==> src/rtl/exc_check_arbiter_if.sv <==
// Request/result and checker handshake bundle for exc_check_arbiter.
// master: arbiter side; slave: requesters plus checker side.
interface exc_check_arbiter_if #(
    parameter int NREQ = 3
);
    localparam int IW = $clog2(NREQ);

    logic [NREQ-1:0]      REQ;
    logic [32*NREQ-1:0]   REQ_DATA;
    logic [NREQ-1:0]      GNT;
    logic                 RES_VALID;
    logic [2:0]           RES_EXC;
    logic [IW-1:0]        RES_ID;
    logic [31:0]          CHK_DATA;
    logic                 CHK_VALID;
    logic                 CHK_ACK;
    logic [2:0]           CHK_EXC;
    logic                 ERR_TIMEOUT;

    modport master (
        input  REQ, REQ_DATA, CHK_ACK, CHK_EXC,
        output GNT, RES_VALID, RES_EXC, RES_ID,
        output CHK_DATA, CHK_VALID, ERR_TIMEOUT
    );

    modport slave (
        output REQ, REQ_DATA, CHK_ACK, CHK_EXC,
        input  GNT, RES_VALID, RES_EXC, RES_ID,
        input  CHK_DATA, CHK_VALID, ERR_TIMEOUT
    );
endinterface

==> src/rtl/exc_check_arbiter.sv <==
// Round-robin sharing of one exception checker between NREQ requesters.
// Registered outputs, three-state FSM, optional watchdog on the checker ACK.
module exc_check_arbiter #(
    parameter int NREQ    = 3,
    parameter int TIMEOUT = 15
) (
    input  logic               CLK,
    input  logic               RSTN,
    exc_check_arbiter_if.master bus
);
    localparam int IW = $clog2(NREQ);
    localparam int CW = (TIMEOUT > 0) ? $clog2(TIMEOUT + 1) : 1;
    localparam logic [CW-1:0] TLAST = CW'((TIMEOUT > 0) ? TIMEOUT - 1 : 0);

    typedef enum logic [1:0] {IDLE, ISSUE, RESP} state_t;

    state_t          state, state_n;
    logic [IW-1:0]   ptr, ptr_n;
    logic [IW-1:0]   id, id_n;
    logic [IW-1:0]   win;
    logic            found;
    logic [CW-1:0]   cnt, cnt_n;

    logic [31:0]     chk_data, chk_data_n;
    logic            chk_valid, chk_valid_n;
    logic [NREQ-1:0] gnt, gnt_n;
    logic            res_valid, res_valid_n;
    logic [2:0]      res_exc, res_exc_n;
    logic [IW-1:0]   res_id, res_id_n;
    logic            err, err_n;

    assign bus.CHK_DATA    = chk_data;
    assign bus.CHK_VALID   = chk_valid;
    assign bus.GNT         = gnt;
    assign bus.RES_VALID   = res_valid;
    assign bus.RES_EXC     = res_exc;
    assign bus.RES_ID      = res_id;
    assign bus.ERR_TIMEOUT = err;

    // Round-robin pick: first requesting index at or above ptr, wrapping.
    always_comb begin
        int j;
        logic [IW-1:0] jj;
        win   = '0;
        found = 1'b0;
        j     = 0;
        jj    = '0;
        for (int k = 0; k < NREQ; k++) begin
            j = int'(ptr) + k;
            if (j >= NREQ) j = j - NREQ;
            jj = IW'(j);
            if (!found && bus.REQ[jj]) begin
                found = 1'b1;
                win   = jj;
            end
        end
    end

    // Next state and next values of every registered output.
    always_comb begin
        state_n     = state;
        ptr_n       = ptr;
        id_n        = id;
        cnt_n       = cnt;
        chk_data_n  = chk_data;
        chk_valid_n = chk_valid;
        gnt_n       = '0;
        res_valid_n = 1'b0;
        res_exc_n   = res_exc;
        res_id_n    = res_id;
        err_n       = 1'b0;
        unique case (state)
            IDLE: begin
                if (found) begin
                    chk_data_n  = bus.REQ_DATA[32*int'(win) +: 32];
                    id_n        = win;
                    chk_valid_n = 1'b1;
                    cnt_n       = '0;
                    state_n     = ISSUE;
                end
            end
            ISSUE: begin
                if (bus.CHK_ACK || (TIMEOUT != 0 && cnt == TLAST)) begin
                    chk_valid_n = 1'b0;
                    res_valid_n = 1'b1;
                    res_exc_n   = bus.CHK_ACK ? bus.CHK_EXC : 3'b111;
                    err_n       = !bus.CHK_ACK;
                    res_id_n    = id;
                    gnt_n       = NREQ'(1) << id;
                    state_n     = RESP;
                end else begin
                    cnt_n = cnt + 1'b1;
                end
            end
            RESP: begin
                ptr_n   = (id == IW'(NREQ - 1)) ? '0 : id + 1'b1;
                state_n = IDLE;
            end
            default: state_n = IDLE;
        endcase
    end

    // State and output registers, cleared asynchronously.
    always_ff @(posedge CLK or negedge RSTN) begin
        if (!RSTN) begin
            state     <= IDLE;
            ptr       <= '0;
            id        <= '0;
            cnt       <= '0;
            chk_data  <= '0;
            chk_valid <= 1'b0;
            gnt       <= '0;
            res_valid <= 1'b0;
            res_exc   <= '0;
            res_id    <= '0;
            err       <= 1'b0;
        end else begin
            state     <= state_n;
            ptr       <= ptr_n;
            id        <= id_n;
            cnt       <= cnt_n;
            chk_data  <= chk_data_n;
            chk_valid <= chk_valid_n;
            gnt       <= gnt_n;
            res_valid <= res_valid_n;
            res_exc   <= res_exc_n;
            res_id    <= res_id_n;
            err       <= err_n;
        end
    end
endmodule

==> src/flat_wrapper.sv <==
// flat-port wrapper written by rule: the top's interface ports become plain ports
module exc_check_arbiter_flat 
#(
    parameter int NREQ    = 3,
    parameter int TIMEOUT = 15
)
  (CLK, RSTN, bus_REQ, bus_REQ_DATA, bus_CHK_ACK, bus_CHK_EXC, bus_GNT, bus_RES_VALID, bus_RES_EXC, bus_RES_ID, bus_CHK_DATA, bus_CHK_VALID, bus_ERR_TIMEOUT);
  exc_check_arbiter_if #(.NREQ(NREQ)) bus_i ();
  input  logic CLK;
  input  logic RSTN;
  input wire logic [$bits(bus_i.REQ)-1:0] bus_REQ;
  input wire logic [$bits(bus_i.REQ_DATA)-1:0] bus_REQ_DATA;
  input wire logic [$bits(bus_i.CHK_ACK)-1:0] bus_CHK_ACK;
  input wire logic [$bits(bus_i.CHK_EXC)-1:0] bus_CHK_EXC;
  output wire logic [$bits(bus_i.GNT)-1:0] bus_GNT;
  output wire logic [$bits(bus_i.RES_VALID)-1:0] bus_RES_VALID;
  output wire logic [$bits(bus_i.RES_EXC)-1:0] bus_RES_EXC;
  output wire logic [$bits(bus_i.RES_ID)-1:0] bus_RES_ID;
  output wire logic [$bits(bus_i.CHK_DATA)-1:0] bus_CHK_DATA;
  output wire logic [$bits(bus_i.CHK_VALID)-1:0] bus_CHK_VALID;
  output wire logic [$bits(bus_i.ERR_TIMEOUT)-1:0] bus_ERR_TIMEOUT;
  assign bus_i.REQ = bus_REQ;
  assign bus_i.REQ_DATA = bus_REQ_DATA;
  assign bus_i.CHK_ACK = bus_CHK_ACK;
  assign bus_i.CHK_EXC = bus_CHK_EXC;
  assign bus_GNT = bus_i.GNT;
  assign bus_RES_VALID = bus_i.RES_VALID;
  assign bus_RES_EXC = bus_i.RES_EXC;
  assign bus_RES_ID = bus_i.RES_ID;
  assign bus_CHK_DATA = bus_i.CHK_DATA;
  assign bus_CHK_VALID = bus_i.CHK_VALID;
  assign bus_ERR_TIMEOUT = bus_i.ERR_TIMEOUT;
  exc_check_arbiter #(.NREQ(NREQ), .TIMEOUT(TIMEOUT)) u_core (.CLK(CLK), .RSTN(RSTN), .bus(bus_i));
endmodule
==> config.mk <==
export PLATFORM = sky130hd
export DESIGN_NAME = exc_check_arbiter_flat
export DESIGN_NICKNAME = d
export VERILOG_FILES = /design/src/rtl/exc_check_arbiter_if.sv /design/src/rtl/exc_check_arbiter.sv /design/src/flat_wrapper.sv
export SDC_FILE = /design/constraint.sdc
export NUM_CORES = 1
export LEC_CHECK = 0
export CELL_PAD_IN_SITES_DETAIL_PLACEMENT = 0
export CELL_PAD_IN_SITES_GLOBAL_PLACEMENT = 1
export CORE_ASPECT_RATIO = 2
export CORE_UTILIZATION = 30
export DETAILED_ROUTE_END_ITERATION = 8
export GPL_TIMING_DRIVEN = 1
export PLACE_DENSITY_LB_ADDON = 0.1
export SETUP_SLACK_MARGIN = 0.3
export SLEW_MARGIN = 20
export SYNTH_ARGS = -nofsm -noshare
export SYNTH_HDL_FRONTEND = slang
export SYNTH_SLANG_ARGS = --single-unit
export TNS_END_PERCENT = 1
==> constraint.sdc <==
create_clock -name CLK -period 2.85 [get_ports CLK]
set_input_delay 0.57 -clock CLK [delete_from_list [all_inputs] [get_ports CLK]]
set_output_delay 0.57 -clock CLK [all_outputs]
set_load 0.05 [all_outputs]
==> flow_metrics.env, run 1 <==
export IMPL_place_gp_congestion=0.799
export IMPL_critPathRequiredTime_ns=3.03
export IMPL_grt_pass1_vias=3163
export IMPL_routed_wl_microns=10200
export IMPL_yosysTopAreaCell="dfrtp_1"
export IMPL_fin_skew_ns=0.0110
export IMPL_syn_inst=289
export IMPL_synth_warnings=0
export IMPL_yosysTopAreaCellShare=0.429
export IMPL_clock_sinks=53
export IMPL_synth_simple_area_share=0.106
export IMPL_core_sq_um=10100
export IMPL_dp_cells=571
export IMPL_clock_path_buffers=2
export IMPL_drive_gt1_frac=0.172
export IMPL_period_minus_slack_ns=2.44
export IMPL_synth_area_leaders="dfrtp_1 (43%), mux2i_1 (12%), o211ai_2 (12%), o211ai_1 (8.5%), nand2_1 (5.7%)"
export IMPL_die_area_sq_um=10700
export IMPL_synth_seq_cells=53
export IMPL_antenna_found_initial=0
export IMPL_via_per_inst=4.96
export IMPL_synth_top_family_by_area="compound AO/OA/AOI/OAI gates"
export IMPL_synthMuxAreaShare=0.135
export IMPL_syn_nets=400
export IMPL_firstDrtPassIters=4
export IMPL_fin_tns_setup_ns=0
export IMPL_period_share=0.856
export IMPL_ant_nets=0
export IMPL_cts_buffers=5
export IMPL_die_h_microns=145
export IMPL_setup_viol=0
export IMPL_cap_violations=0
export IMPL_dp_slack_ns=-0.0773
export IMPL_dp_hpwl_microns=7370
export IMPL_hold_path_class="primary input to asynchronous set/reset pin"
export IMPL_criticalPathCategory="flip-flop to flip-flop"
export IMPL_root_buffer="clkbuf_16"
export IMPL_syn_area_sq_um=3090
export IMPL_slew_headroom=0.602
export IMPL_area_growth_syn_to_layout_pct=65.2
export IMPL_grt_pass1_wl_microns=16200
export IMPL_grtUsageTotal=0.202
export IMPL_p_per_area_nw_per_um2=1290
export IMPL_endpoint_kind="flip-flop"
export IMPL_peakVddDrop_mv=0.657
export IMPL_crit_chain="inv_2 -> ha_4 -> mux2_1 -> o311ai_0 -> buf_4 -> mux2i_4 -> buf_12 -> mux2i_1 -> o211ai_2"
export IMPL_synth_flop_cell="dfrtp_1"
export IMPL_synth_compound_area_frac=0.252
export IMPL_start_util=0.306
export IMPL_h_tree_depth=2
export IMPL_path_max_fanout=14
export IMPL_layout_cells_non_filler=582
export IMPL_synth_common_cells="dfrtp_1 (53), nand2_1 (47), mux2i_1 (38)"
export IMPL_hold_viol=0
export IMPL_cp_start_kind="flip-flop"
export IMPL_syn_area_per_cell_sq_um=10.7
export IMPL_synth_distinct_cells=38
export IMPL_grt_overflow=0
export IMPL_synth_xor_area_share=0.00567
export IMPL_cp_top_family="multiplexers"
export IMPL_cts_clk_slew_worst_paths_ns=0.07
export IMPL_r2r_start="u_core.ptr[1]$_DFFE_PN0N_"
export IMPL_slew_violations=0
export IMPL_async_reset_ff_frac=1.00
export IMPL_synthAdderAreaFrac=0.0243
export IMPL_drt_iter0_drc=121
export IMPL_clock_latency_ns=0.30
export IMPL_cts_tree="yes"
export IMPL_routedWlPerCell_microns=17.5
export IMPL_cp_arrival_ns=2.62
export IMPL_n_antenna_cell=0
export IMPL_p_leak_uw=0.00223
export IMPL_grt_start_max_net_pins=54
export IMPL_max_freq_ghz=0.410
export IMPL_rows=52
export IMPL_tightest_slew_ns=0.595
export IMPL_yosysSeqAreaShare=0.429
export IMPL_synth_edf_count=0
export IMPL_critical_path_buf_inv_count=3
export IMPL_rsz0062_at_grt="no"
export IMPL_critical_path_startpoint="u_core.ptr[1]$_DFFE_PN0N_"
export IMPL_yosysMostFrequentCell="dfrtp_1"
export IMPL_fin_ws_ns=0.411
export IMPL_port_buffer_count=147
export IMPL_nNetsFinal=557
export IMPL_slowest_delay_ns=0.43
export IMPL_chipWidth_microns=73.7
export IMPL_drc=0
export IMPL_status="finished clean"
export IMPL_io_pins=148
export IMPL_cp_slowest_cell="dfrtp_1"
export IMPL_vias=2886
-- final timing paths --
check	end	slack, ns	cells after the start
setup / recovery	u_core.bus.CHK_DATA[0]$_DFFE_PN0P_	0.41	9
hold reg to reg	u_core.bus.CHK_VALID$_DFFE_PN0P_	0.47	2
max in group asynchronous	u_core.ptr[0]$_DFFE_PN0N_	2.32	2
min in group CLK	u_core.bus.CHK_VALID$_DFFE_PN0P_	0.47	2
setup reg to reg	u_core.bus.CHK_DATA[0]$_DFFE_PN0P_	0.41	9
hold / removal	u_core.bus.CHK_DATA[5]$_DFFE_PN0P_	0.26	2
-- repair_timing --
| item | CTS | global route |
|---|---|---|
| cloned | 1 | 0 |
| gates resized for setup | 8 | 5 |
| setup buffers | 0 | 2 |
| hold buffers | 0 | 0 |
| setup endpoints to repair | 33 | 22 |
-- layout make-up --
cell class,instances,area [sq um]
fill,947,4980
inverter,8,30.0
multi-input combinational,206,1700
clock inverter,3,17.5
tap,135,169
clock buffer,5,125
timing repair buffer,172,1730
sequential,53,1330
-- report_power, final --
| group | internal [uW] | switching (uW) |
|---|---|---|
| Clock | 323 | 284 |
| Combinational | 1890 | 2750 |
| Sequential | 1100 | 228 |
-- layout by cell type (no fill, tap or decap), drive strengths merged, types with 2 or more instances in the layout --
cell type / n
o31ai: 2
nand2b: 2
nor3b: 3
nand3: 2
nor3: 2
nor2: 7
nand3b: 3
mux2: 3
xor2: 2
clkdlybuf4s50: 143
nor2b: 2
o21ai: 5
ha: 6
clkinv: 2
inv: 8
buf: 26
dfrtp: 53
dlygate4sd2: 3
clkbuf: 5
mux2i: 38
o22a: 4
o211ai: 64
or3: 2
nand2: 47
o21a: 2
a311oi: 2
-- routing by layer --
metal,share of wire,vias up,global-route usage,wire length [microns]
li1,-,1390,-,-
met1,0.35,1395,0.200,3550
met2,0.59,85,0.396,6000
met3,0.037,16,0.0298,382
met4,0.027,0,0.0808,278
met5,0,-,0,0
-- kinds of logic (layout without fill, tap and decap cells) --
| kind of cell | count (synthesis) | after routing |
|---|---|---|
| flops | 53 | 53 |
| simple gates | 73 | 73 |
| mux | 41 | 41 |
| buf+inv | 30 | 188 |
| xor+xnor | 2 | 2 |
| fa+ha+maj | 6 | 6 |
| compound gates | 84 | 84 |
-- stage by stage --
step	instance area (sq um)	utilization	total power, uW	hold slack [ns]
floorplan	3090	-	4230	0.274
global placement	4880	0.484	5790	0.458
detailed placement	4880	0.484	5860	0.464
CTS	5080	0.503	6630	0.272
global route	5100	0.506	6960	0.286
finish	5100	0.506	6570	0.263
-- state kept, by name (all words and copies together) (netlist names) --
name / flops
u_core.ptr: 2
u_core.bus.ERR_TIMEOUT: 1
u_core.bus.GNT: 3
u_core.bus.CHK_DATA: 32
u_core.bus.RES_ID: 2
u_core.id: 2
u_core.bus.RES_VALID: 1
u_core.bus.CHK_VALID: 1
u_core.bus.RES_EXC: 3
u_core.state: 2
u_core.cnt: 4
No activity file was read; power rests on OpenSTA's default activity.
==> run 2: changes to the inputs <==
--- a/config.mk
+++ b/config.mk
@@ -13,2 +13,3 @@
 export GPL_TIMING_DRIVEN = 1
+export HOLD_SLACK_MARGIN = 0.08
 export PLACE_DENSITY_LB_ADDON = 0.1
==> constraint.sdc (replaced) <==
create_clock -name CLK -period 2.85 [get_ports CLK]
set_input_delay 0.4275 -clock CLK [delete_from_list [all_inputs] [get_ports CLK]]
set_output_delay 0.4275 -clock CLK [all_outputs]
set_load 0.05 [all_outputs]
==> run 2 against run 1 <==
Net effect:
- sequential cell count unchanged
- combinational power is 2% lower
- final area shrank 0.71%
- global-route usage decreased by 0.079 points
- count of clock-buffer cells in the layout rose by 2
- clock power about the same
- non-clock buffer count is 4 lower
- register-to-register slack gained 0.04 ns
- critical path depth unchanged
- critical path type unchanged
==> flow_metrics.env, run 2 (synthesized netlist as in run 1, its figures left out) <==
export IMPL_r2r_start="u_core.ptr[1]$_DFFE_PN0N_"
export IMPL_hold_buffers=0
export IMPL_root_buffer="clkbuf_16"
export IMPL_period_share=0.841
export IMPL_seq_area_sq_um=1330
export IMPL_grt_pass1_vias=3073
export IMPL_die_h_microns=145
export IMPL_largest_reg_flops=32
export IMPL_core_sq_um=10100
export IMPL_report_power_total_uw=6510
export IMPL_cp_start_kind="flip-flop"
export IMPL_dp_hpwl_microns=7470
export IMPL_vias=2891
export IMPL_hold_path_class="primary input to asynchronous set/reset pin"
export IMPL_tightest_slew_ns=0.553
export IMPL_fin_tns_setup_ns=0
export IMPL_cp_arrival_ns=2.56
export IMPL_status="finished clean"
export IMPL_final_common_cell="clkdlybuf4s50_1"
export IMPL_slew_violations=0
export IMPL_nNetsFinal=553
export IMPL_grt_pass1_wl_microns=16100
export IMPL_clock_sinks=53
export IMPL_max_freq_ghz=0.417
export IMPL_path_max_fanout=14
export IMPL_reg2reg_slack_ns=0.45
export IMPL_n_antenna_cell=0
export IMPL_port_buffer_count=147
export IMPL_ant_nets=0
export IMPL_firstDrtPassIters=4
export IMPL_grt_start_max_net_pins=39
export IMPL_routedWlPerCell_microns=17.6
export IMPL_cts_buffers=5
export IMPL_drt_iter0_drc=134
export IMPL_cts_tree="yes"
export IMPL_rsz0062_at_grt="no"
export IMPL_routed_wl_microns=10200
export IMPL_via_per_inst=5.01
export IMPL_p_leak_uw=0.00222
export IMPL_rr_endpoint="u_core.bus.CHK_DATA[0]$_DFFE_PN0P_"
export IMPL_die_area_sq_um=10700
export IMPL_peakVddDrop_mv=0.605
export IMPL_critPathRequiredTime_ns=3.01
export IMPL_cts_clk_slew_worst_paths_ns=0.07
export IMPL_clock_latency_ns=0.29
export IMPL_rows=52
export IMPL_place_gp_congestion=0.819
export IMPL_finalCoreUtilization=0.502
export IMPL_hold_viol=0
export IMPL_criticalPathCategory="flip-flop to flip-flop"
export IMPL_p_per_area_nw_per_um2=1290
export IMPL_antenna_found_initial=0
export IMPL_setup_viol=0
export IMPL_fin_skew_ns=0.00724
export IMPL_clock_path_buffers=2
export IMPL_multi_input_area_sq_um=1710
export IMPL_drc=0
export IMPL_final_cell_mix="clkdlybuf4s50_1 (144), dfrtp_1 (51), nand2_1 (47)"
export IMPL_chipWidth_microns=73.7
export IMPL_holdWs_ns=0.0946
export IMPL_r2r_cells=9
export IMPL_h_tree_depth=2
export IMPL_area_growth_syn_to_layout_pct=64.0
export IMPL_cap_violations=0
export IMPL_drive_gt1_frac=0.167
export IMPL_grt_overflow=0
export IMPL_fill_cells=954
export IMPL_period_minus_slack_ns=2.40
export IMPL_io_pins=148
export IMPL_endpoint_kind="flip-flop"
export IMPL_start_util=0.306
export IMPL_slew_headroom=0.630
export IMPL_grtUsageTotal=0.202
[run 2: cell types whose count changed in the layout (fill, tap and decap cells not counted), moves of 2 or more]
| cell | delta |
|---|---|
| dlymetal6s2s_1 | +2 |
| clkinv_2 | -2 |
| dlygate4sd2_1 | -3 |
| buf_4 | -2 |
| buf_12 | -2 |
[run 2: report_power, final]
group / switching (uW) / internal, uW
logic: 2720 / 1850
registers: 232 / 1100
clock network: 260 / 346
total: 3210 / 3300
[run 2: final cells by class]
| type | count | share of cell area |
|---|---|---|
| clock buffers | 7 | 0.0282 |
| well taps | 135 | 0.0334 |
| repair buffers | 168 | 0.333 |
| multi-input cells | 206 | 0.337 |
| flip-flops and latches | 53 | 0.262 |
| inverters | 8 | 0.00593 |
[run 2: worst max-delay path, stage by stage (launching register included)]
cell	delay, ns
dfrtp_2	0.44
inv_2	0.10
ha_4	0.17
mux2_1	0.36
o311ai_1	0.40
buf_4	0.19
mux2i_4	0.08
buf_12	0.16
mux2i_1	0.25
o211ai_2	0.10
[run 2: how the worst max path moves through the flow]
stage                               from                                   to  slack (ns)  cells past startpoint
2_1_floorplan  u_core.ptr[0]$_DFFE_PN0N_   u_core.bus.CHK_DATA[0]$_DFFE_PN0P_        0.40                     10
3_3_place_gp                  bus_REQ[2]  u_core.bus.CHK_DATA[10]$_DFFE_PN0P_        0.08                      7
3_5_place_dp                  bus_REQ[2]  u_core.bus.CHK_DATA[11]$_DFFE_PN0P_        0.02                      7
4_1_cts        u_core.ptr[0]$_DFFE_PN0N_  u_core.bus.CHK_DATA[28]$_DFFE_PN0P_        0.31                      8
5_1_grt        u_core.ptr[1]$_DFFE_PN0N_   u_core.bus.CHK_DATA[0]$_DFFE_PN0P_        0.37                      9
6_report       u_core.ptr[1]$_DFFE_PN0N_   u_core.bus.CHK_DATA[0]$_DFFE_PN0P_        0.45                      9
[run 2: through the flow]
stage | instances | worst slack, ns | instance area, sq um
floorplan | 289 | 0.404 | 3090
global placement | 567 | 0.0833 | 4830
detailed placement | 567 | 0.0237 | 4830
CTS | 575 | 0.305 | 5040
global route | 577 | 0.365 | 5060
finish | 577 | 0.452 | 5060
[run 2: timing repair]
item	CTS	global route
resized for setup	9	7
cloned	1	0
setup endpoints to repair	33	16
pin swaps	0	1
buffers inserted	0	2
[run 2: layer usage]
layer  vias to the layer above  wire, microns  part of all wire  global-route usage
li1                       1382              -                 -                   -
met1                      1400           3490              0.34               0.204
met2                        90           5990              0.59               0.389
met3                        19            373             0.037              0.0298
met4                         0            302             0.030              0.0798
met5                         -              0                 0                   0
